File: config.mk
export PLATFORM = sky130hd
export DESIGN_NAME = parking_gate_ctrl_flat
export DESIGN_NICKNAME = d
export VERILOG_FILES = /design/src/rtl/parking_gate_ctrl_if.sv /design/src/rtl/parking_gate_ctrl.sv /design/src/flat_wrapper.sv
export SDC_FILE = /design/constraint.sdc
export NUM_CORES = 1
export LEC_CHECK = 0
export CORE_MARGIN = 1
export CORE_UTILIZATION = 45
export CTS_CLUSTER_SIZE = 30
export DETAILED_ROUTE_END_ITERATION = 8
export GPL_TIMING_DRIVEN = 1
export PLACE_DENSITY = 0.68
export RECOVER_POWER = 100
export SETUP_SLACK_MARGIN = 0.3
export SYNTH_ARGS = -nofsm -noshare
export SYNTH_HDL_FRONTEND = slang
export SYNTH_SLANG_ARGS = --single-unit
File: constraint.sdc
create_clock -name clk -period 2.8 [get_ports clk]
set_input_delay 0.56 -clock clk [delete_from_list [all_inputs] [get_ports clk]]
set_output_delay 0.56 -clock clk [all_outputs]
set_load 0.02 [all_outputs]
File: src/rtl/parking_gate_ctrl_if.sv
// parking_gate_ctrl_if: lane, barrier-sensor and gate-command signals of the parking gate controller
interface parking_gate_ctrl_if;
  logic       ent_req;
  logic       ext_req;
  logic [2:0] cnt;
  logic       up_lim;
  logic       dn_lim;
  logic       pass;
  logic       gate_up;
  logic       ent_gnt;
  logic       ext_gnt;
  logic       full;
  logic       tmo;
  modport master (
    output ent_req, ext_req, cnt, up_lim, dn_lim, pass,
    input  gate_up, ent_gnt, ext_gnt, full, tmo
  );
  modport slave (
    input  ent_req, ext_req, cnt, up_lim, dn_lim, pass,
    output gate_up, ent_gnt, ext_gnt, full, tmo
  );
endinterface

File: src/rtl/parking_gate_ctrl.sv
// parking_gate_ctrl: single-barrier entry/exit sequencer with fair lane arbitration and a raise/pass watchdog
module parking_gate_ctrl #(
  parameter int CAP = 7,
  parameter int TMO = 100
) (
  input logic               clk,
  input logic               rst,
  parking_gate_ctrl_if.slave bus
);
  typedef enum logic [1:0] {IDLE, RAISE, PASS, LOWER} state_t;
  localparam logic [7:0] TMO_LAST = 8'(TMO - 1);
  state_t     r_state, w_state_nxt;
  logic [7:0] r_timer, w_timer_nxt;
  logic       r_dir_ent, w_dir_ent_nxt;
  logic       r_last_ext, w_last_ext_nxt;
  logic       r_gate_up, w_gate_up_nxt;
  logic       r_ent_gnt, w_ent_gnt_nxt;
  logic       r_ext_gnt, w_ext_gnt_nxt;
  logic       r_tmo, w_tmo_nxt;
  logic       w_ent_el, w_ext_el, w_pick_ent, w_tmo_hit;
  assign bus.full    = bus.cnt >= 3'(CAP);
  assign bus.gate_up = r_gate_up;
  assign bus.ent_gnt = r_ent_gnt;
  assign bus.ext_gnt = r_ext_gnt;
  assign bus.tmo     = r_tmo;
  assign w_ent_el    = bus.ent_req & ~bus.full;
  assign w_ext_el    = bus.ext_req;
  assign w_pick_ent  = w_ent_el & (~w_ext_el | r_last_ext);
  assign w_tmo_hit   = r_timer == TMO_LAST;
  // next-state and next-output decision; an exit condition always beats a timeout in the same cycle
  always_comb begin
    w_state_nxt    = r_state;
    w_timer_nxt    = r_timer;
    w_dir_ent_nxt  = r_dir_ent;
    w_last_ext_nxt = r_last_ext;
    w_gate_up_nxt  = r_gate_up;
    w_ent_gnt_nxt  = r_ent_gnt;
    w_ext_gnt_nxt  = r_ext_gnt;
    w_tmo_nxt      = 1'b0;
    case (r_state)
      IDLE: if (bus.dn_lim & (w_ent_el | w_ext_el)) begin
        w_state_nxt   = RAISE;
        w_dir_ent_nxt = w_pick_ent;
        w_timer_nxt   = 8'd0;
        w_gate_up_nxt = 1'b1;
      end
      RAISE: if (bus.up_lim) begin
        w_state_nxt   = PASS;
        w_timer_nxt   = 8'd0;
        w_ent_gnt_nxt = r_dir_ent;
        w_ext_gnt_nxt = ~r_dir_ent;
      end else if (w_tmo_hit) begin
        w_state_nxt    = LOWER;
        w_gate_up_nxt  = 1'b0;
        w_tmo_nxt      = 1'b1;
        w_last_ext_nxt = ~r_dir_ent;
      end else begin
        w_timer_nxt = r_timer + 8'd1;
      end
      PASS: if (bus.pass | w_tmo_hit) begin
        w_state_nxt    = LOWER;
        w_gate_up_nxt  = 1'b0;
        w_ent_gnt_nxt  = 1'b0;
        w_ext_gnt_nxt  = 1'b0;
        w_tmo_nxt      = ~bus.pass;
        w_last_ext_nxt = ~r_dir_ent;
      end else begin
        w_timer_nxt = r_timer + 8'd1;
      end
      LOWER: w_state_nxt = bus.dn_lim ? IDLE : LOWER;
      default: w_state_nxt = IDLE;
    endcase
  end
  // state and registered outputs; reset drops the barrier command and grants immediately
  always_ff @(posedge clk or negedge rst) begin
    if (!rst) begin
      r_state    <= IDLE;
      r_timer    <= 8'd0;
      r_dir_ent  <= 1'b0;
      r_last_ext <= 1'b1;
      r_gate_up  <= 1'b0;
      r_ent_gnt  <= 1'b0;
      r_ext_gnt  <= 1'b0;
      r_tmo      <= 1'b0;
    end else begin
      r_state    <= w_state_nxt;
      r_timer    <= w_timer_nxt;
      r_dir_ent  <= w_dir_ent_nxt;
      r_last_ext <= w_last_ext_nxt;
      r_gate_up  <= w_gate_up_nxt;
      r_ent_gnt  <= w_ent_gnt_nxt;
      r_ext_gnt  <= w_ext_gnt_nxt;
      r_tmo      <= w_tmo_nxt;
    end
  end
endmodule

File: src/flat_wrapper.sv
// flat-port wrapper written by rule: the top's interface ports become plain ports
module parking_gate_ctrl_flat 
#(
  parameter int CAP = 7,
  parameter int TMO = 100
)
  (clk, rst, bus_ent_req, bus_ext_req, bus_cnt, bus_up_lim, bus_dn_lim, bus_pass, bus_gate_up, bus_ent_gnt, bus_ext_gnt, bus_full, bus_tmo);
  parking_gate_ctrl_if bus_i ();
  input logic clk;
  input logic rst;
  input wire logic [$bits(bus_i.ent_req)-1:0] bus_ent_req;
  input wire logic [$bits(bus_i.ext_req)-1:0] bus_ext_req;
  input wire logic [$bits(bus_i.cnt)-1:0] bus_cnt;
  input wire logic [$bits(bus_i.up_lim)-1:0] bus_up_lim;
  input wire logic [$bits(bus_i.dn_lim)-1:0] bus_dn_lim;
  input wire logic [$bits(bus_i.pass)-1:0] bus_pass;
  output wire logic [$bits(bus_i.gate_up)-1:0] bus_gate_up;
  output wire logic [$bits(bus_i.ent_gnt)-1:0] bus_ent_gnt;
  output wire logic [$bits(bus_i.ext_gnt)-1:0] bus_ext_gnt;
  output wire logic [$bits(bus_i.full)-1:0] bus_full;
  output wire logic [$bits(bus_i.tmo)-1:0] bus_tmo;
  assign bus_i.ent_req = bus_ent_req;
  assign bus_i.ext_req = bus_ext_req;
  assign bus_i.cnt = bus_cnt;
  assign bus_i.up_lim = bus_up_lim;
  assign bus_i.dn_lim = bus_dn_lim;
  assign bus_i.pass = bus_pass;
  assign bus_gate_up = bus_i.gate_up;
  assign bus_ent_gnt = bus_i.ent_gnt;
  assign bus_ext_gnt = bus_i.ext_gnt;
  assign bus_full = bus_i.full;
  assign bus_tmo = bus_i.tmo;
  parking_gate_ctrl #(.CAP(CAP), .TMO(TMO)) u_core (.clk(clk), .rst(rst), .bus(bus_i));
endmodule
==> results of run 1 <==
## cells by family after synthesis
logic type	synth area share [%]
AO/OA/AOI/OAI	24.1
flip-flops	38.7
adder cells (fa/ha/maj)	7.24
buffers and inverters	3.98
multiplexers	3.02
AND/OR/NAND/NOR	22.9
## sequential cells by signal, summed over array words and instances (netlist names)
name                cells
u_core.bus.ext_gnt      1
u_core.r_timer          8
u_core.bus.gate_up      1
u_core.bus.tmo          1
u_core.r_dir_ent        1
u_core.r_last_ext       1
u_core.bus.ent_gnt      1
u_core.r_state          2
## through the flow
step,utilization [%],instances,area (sq um)
detailed placement,54.8,155,1200
global route,55.8,159,1220
CTS,56.5,159,1240
global placement,54.8,155,1200
floorplan,-,114,1040
finish,55.8,159,1220
## final cells by class
cell class	instances	area, sq um	area share [%]
clock buffers	4	36.3	2.97
flip-flops and latches	16	402	32.9
well taps	28	35.0	2.87
inverters	8	30.0	2.46
repair buffers	14	140	11.5
multi-input cells	89	579	47.4
## power by group through the flow
stage / sequential [mW] / clock, mW / combinational, mW
after floorplan: 0.363 / 0 / 0.418
after global placement: 0.348 / 0 / 0.533
after detailed placement: 0.352 / 0 / 0.554
after CTS: 0.347 / 0.160 / 0.556
after global routing: 0.356 / 0.171 / 0.601
final: 0.346 / 0.157 / 0.532
## worst max-delay path by stage
stage,from,slack [ns],end
global placement,bus_up_lim,0.26,u_core.r_timer[7]
CTS,bus_cnt[2],0.43,bus_full
floorplan,u_core.r_state[1],0.85,u_core.r_timer[7]
finish,bus_cnt[2],0.37,bus_full
global route,u_core.r_state[1],0.28,u_core.r_timer[7]
detailed placement,bus_up_lim,0.22,u_core.r_timer[7]
## critical path: stages
cell and delay, ns:
clkdlybuf4s50_1 0.46, and3_1 0.17, dlygate4sd3_1 0.68
## synthesized netlist by cell type
master	instances	share of area, %
inv_1	8	2.9
and4b_1	1	0.97
o221ai_2	1	1.4
o41ai_2	1	1.6
ha_1	6	7.2
nand3_1	2	0.97
nor2b_1	1	0.60
a21oi_4	1	1.6
or4_4	1	1.1
dfrtp_1	15	36
dfstp_2	1	2.5
a31oi_4	1	2.1
and2b_4	1	0.97
nor3_2	1	0.97
and3_1	3	1.8
o221ai_1	1	0.84
or2_4	1	0.84
a21oi_1	7	3.4
and4b_4	1	1.3
o31ai_1	2	1.4
mux2_2	1	1.1
nor2_1	11	4.0
mux2i_1	2	1.9
buf_6	1	1.1
a31oi_1	2	1.2
o21ai_0	4	1.9
o21ai_1	11	5.3
a211oi_1	2	1.4
o21a_1	1	0.72
and2_1	1	0.60
o31ai_2	1	1.2
nor4_1	1	0.60
nand2b_1	4	2.4
nand2_1	16	5.8
## per-layer routing
metal | track usage, % | routed length (um) | vias up
li1 | - | - | 441
met2 | 28.0 | 925 | 17
met5 | 0 | 0 | -
met4 | 7.62 | 31 | 0
met3 | 2.78 | 49 | 4
met1 | 26.8 | 1010 | 418
==> flow_metrics.tcl, run 1 <==
set metrics [dict create \
    coreArea_sq_um 2190 \
    switching_share_pct 43.9 \
    yosysSeqAreaShare_pct 38.7 \
    synth_area_sq_um 1040 \
    clockRootBuffer "clkbuf_4" \
    worst_hold_path.endpoint "u_core.r_last_ext" \
    clock_latency_ns 0.29 \
    drt-total-wl_um 2020 \
    clock_sink_count 16 \
    hp-start "u_core.r_last_ext" \
    cp_data_arrival_time_ns 1.87 \
    clockBufferDepth 2 \
    syn_to_final_growth_pct 17.9 \
    grt_setup_unrepaired "false" \
    critPathCaptureType "primary output" \
    drv_slew 0 \
    fin_ws_ns 0.368 \
    htreeDepth 1 \
    cts.clk_slew.worst_paths_ns 0.10 \
    vias_per_cell 5.53 \
    slew_headroom_pct 29.3 \
    die_w_um 50.0 \
    avgSynthCellArea_sq_um 9.10 \
    num_antenna_cells 0 \
    leakage_nw 0.533 \
    power.clock.fraction_pct 15.1 \
    die-area_sq_um 2500 \
    rows 17 \
    hold_path_class "reg -> reg" \
    reg2regPathDepth 7 \
    layout_min_cycle_time_ns 2.43 \
    total_power_mw 1.03 \
    ios 15 \
    dr.first_iter.drc_count 15 \
    layout_common_cells "nand2_1 (16), dfrtp_1 (15), nor2_1 (11)" \
    r2r_end "u_core.r_timer[7]" \
    finalSetupTns_ns 0 \
    status "complete, no violations" \
    grt_pass1_vias 829 \
    final_common_cell "nand2_1" \
    ys_warn_count 0 \
    preCtsSetupSlack_ns 0.216 \
    syn_nets 130 \
    post_drt_wl_per_cell_um 12.7 \
    cts_repair_resize_count 0 \
    grt_pass1_wl_um 3610 \
    fmax_mhz 411 \
    place_congestion 0.834 \
    required_ns 2.24 \
    tightest_slew_ns 1.05 \
    fin_skew_ns 0.00776 \
    cts_made_buffers 3 \
    power.density_nw_per_um2 846 \
    antenna_found_initial 0 \
    dieHeight_um 50.0 \
    drive_gt1_share_pct 9.92 \
    hold_viol 0 \
    drt_first_pass_iters 4 \
    final_nets 148 \
    holdPathStages 2 \
    path_max_fanout 2 \
    reg2reg_slack_ns 0.44 \
    postCtsHoldBufs 0 \
    r2r_start "u_core.r_state[1]" \
    power_switching_mw 0.454 \
    grt_max_degree 17 \
    cap_violations 0 \
    setup_viol 0 \
    fillers 196 \
    p_seq_share_pct 33.5 \
    start_util_pct 47.3 \
    track_usage_pct 18.8 \
    antenna_left 0 \
    fin_crit_sh_pct 86.8 \
    cts_tree "built" \
    syn_inst 114 \
    grt_overflow 0 \
    pwr-share-comb_pct 51.4 \
    dpl.hpwl_um 1540 \
    yosys_register_bits 16 \
    drc 0 \
    synth_cell_type_count 34 \
    p_int_mw 0.580 \
    cts_setup_buffers 0 \
    whs_ns 0.502 \
    ir_worst_vdd_v 0.000494 \
    critPathKind "in -> out" \
    via_count 880 \
    start_kind "input port" \
    io_buffers 14 \
]
Note: power is estimated with default switching activity, not from simulation.
==> run 2, diff against run 1 <==
--- a/config.mk
+++ b/config.mk
@@ -5,12 +5,13 @@
 export SDC_FILE = /design/constraint.sdc
 export NUM_CORES = 1
 export LEC_CHECK = 0
+export ABC_AREA = 1
 export CORE_MARGIN = 1
 export CORE_UTILIZATION = 45
 export CTS_CLUSTER_SIZE = 30
 export DETAILED_ROUTE_END_ITERATION = 8
 export GPL_TIMING_DRIVEN = 1
-export PLACE_DENSITY = 0.68
+export PLACE_DENSITY = 0.67
 export RECOVER_POWER = 100
 export SETUP_SLACK_MARGIN = 0.3
 export SYNTH_ARGS = -nofsm -noshare
==> flow_metrics.tcl, run 2 <==
set metrics [dict create \
    status "complete, no violations" \
    die_w_um 52.1 \
    grt_max_degree 17 \
    vias_per_cell 5.09 \
    cts_tree "built" \
    r2r_start "u_core.r_state[1]" \
    yosys_register_bits 16 \
    start_util_pct 49.2 \
    drv_slew 0 \
    slew_headroom_pct 52.2 \
    fin_crit_sh_pct 87.8 \
    critPathCaptureType "primary output" \
    antenna_left 0 \
    yosys-top-cells-count "nand2_1 (52), inv_1 (22), dfrtp_1 (15), nand3_1 (12), nor2_1 (12)" \
    synth_area_sq_um 1130 \
    drive_gt1_share_pct 6.08 \
    grt_pass1_wl_um 4270 \
    leakage_nw 0.688 \
    tightest_slew_ns 0.714 \
    hold_path_class "reg -> reg" \
    clock_sink_count 16 \
    fin_skew_ns 0.00122 \
    synth_flop_cell "dfrtp_1" \
    dr.first_iter.drc_count 22 \
    pwr-share-comb_pct 54.0 \
    busiest_layer "met2" \
    cts.clk_slew.worst_paths_ns 0.10 \
    setup.worst_path.end "bus_full" \
    yosys-top-cells-area "dfrtp_1 (33%), nand2_1 (17%), inv_1 (7.3%)" \
    dieHeight_um 52.1 \
    ys_warn_count 0 \
    ir_worst_vdd_v 0.000547 \
    antenna_found_initial 0 \
    num_antenna_cells 0 \
    cts_made_buffers 3 \
    start_kind "input port" \
    clockBufferDepth 2 \
    ios 15 \
    power_switching_mw 0.498 \
    yosysSeqAreaShare_pct 35.5 \
    finalSetupTns_ns 0 \
    p_seq_share_pct 33.0 \
    synth_most_common_cell "nand2_1" \
    use_met3_pct 3.51 \
    coreArea_sq_um 2300 \
    fmax_mhz 407 \
    drt_first_pass_iters 4 \
    dpl.hpwl_um 1930 \
    clockRootBuffer "clkbuf_4" \
    final_nets 198 \
    rows 17 \
    die-area_sq_um 2720 \
    synth_edf_count 0 \
    critPathKind "in -> out" \
    fillers 227 \
    met1_usage_pct 31.2 \
    via_count 1063 \
    layout_common_cells "nand2_1 (54), inv_1 (22), dfrtp_1 (15)" \
    synth_top_area_share_pct 33.2 \
    cts_setup_buffers 0 \
    drc 0 \
    syn_inst 164 \
    syn_to_final_growth_pct 15.5 \
    final_common_cell "nand2_1" \
    syn_nets 180 \
    power.clock.fraction_pct 13.1 \
    layout_min_cycle_time_ns 2.46 \
    grt_pass1_vias 955 \
    synth_top_cell_by_area "dfrtp_1" \
    cp_data_arrival_time_ns 1.90 \
    met2_usage_pct 31.2 \
    synthArstFlopShare_pct 100 \
    grt_setup_unrepaired "false" \
    largest_reg_flops 8 \
    io_buffers 14 \
    required_ns 2.24 \
    r2r_end "u_core.r_timer[2]" \
    hold_viol 0 \
    avgSynthCellArea_sq_um 6.90 \
    cap_violations 0 \
    top_regs "u_core.r_timer x8, u_core.r_state x2" \
    setup_viol 0 \
    switching_share_pct 48.6 \
    crit_start "bus_cnt[2]" \
    drt-total-wl_um 2440 \
    place_congestion 0.876 \
    grt_overflow 0 \
    postCtsHoldBufs 0 \
    post_drt_wl_per_cell_um 11.7 \
    cts_repair_resize_count 0 \
    reg2regPathDepth 8 \
    reg2reg_slack_ns 0.73 \
    synth_cell_type_count 20 \
    largest_register "u_core.r_timer" \
    htreeDepth 1 \
    clock_latency_ns 0.28 \
    track_usage_pct 21.3 \
    path_max_fanout 2 \
    whs_ns 0.447 \
    p_int_mw 0.526 \
    power.density_nw_per_um2 783 \
]
run 2: worst min-delay path by stage:
stage	from	to	slack (ns)	cells after the start
final	u_core.r_dir_ent	u_core.r_last_ext	0.45	1
after global routing	u_core.r_dir_ent	u_core.r_last_ext	0.48	1
after CTS	u_core.r_dir_ent	u_core.r_last_ext	0.45	1
after detailed placement	u_core.r_dir_ent	u_core.r_last_ext	0.44	1
after global placement	u_core.r_dir_ent	u_core.r_last_ext	0.43	1
after floorplan	rst	u_core.bus.ent_gnt	0.26	0
run 2: through the flow:
stage	setup WS [ns]	power, mW	instances	instance area (sq um)	util, %
CTS	0.474	1.08	209	1330	57.8
global placement	0.497	0.942	205	1300	56.6
detailed placement	0.476	0.949	205	1300	56.6
global route	0.257	1.13	209	1310	56.9
floorplan	1.31	0.781	164	1130	-
finish	0.342	1.02	209	1310	56.9
run 2: per-layer routing:
layer | vias to the layer above | routed length (um)
li1 | 564 | -
met1 | 475 | 1260
met2 | 20 | 1070
met3 | 4 | 83
met4 | 0 | 26
met5 | - | 0
run 2: critical path, cell delays in order:
cell and delay, ns:
dlygate4sd3_1 0.52, nand3_1 0.09, inv_1 0.06, dlygate4sd3_1 0.67
run 2: cells by family (layout without fill, tap and decap cells):
family	Yosys count	count (layout)	synth area share, %
simple gates	96	96	39.9
buf+inv	26	43	8.74
flops	16	16	35.5
fa+ha+maj	6	6	6.64
compound gates	19	19	8.41
xor+xnor	1	1	0.774
run 2: power by group through the flow:
stage / Combinational, mW / Clock [mW] / Sequential (mW)
after floorplan: 0.424 / 0 / 0.357
after CTS: 0.608 / 0.138 / 0.338
after global routing: 0.627 / 0.152 / 0.346
after global placement: 0.601 / 0 / 0.341
final: 0.552 / 0.134 / 0.337
after detailed placement: 0.605 / 0 / 0.343
run 2: cell type report:
class | count | area [sq um] | area share (%)
clock buffer | 4 | 26.3 | 2.01
inverter | 25 | 93.8 | 7.18
multi-input combinational | 122 | 609 | 46.6
sequential | 16 | 402 | 30.7
tap | 28 | 35.0 | 2.68
timing repair buffer | 14 | 140 | 10.7
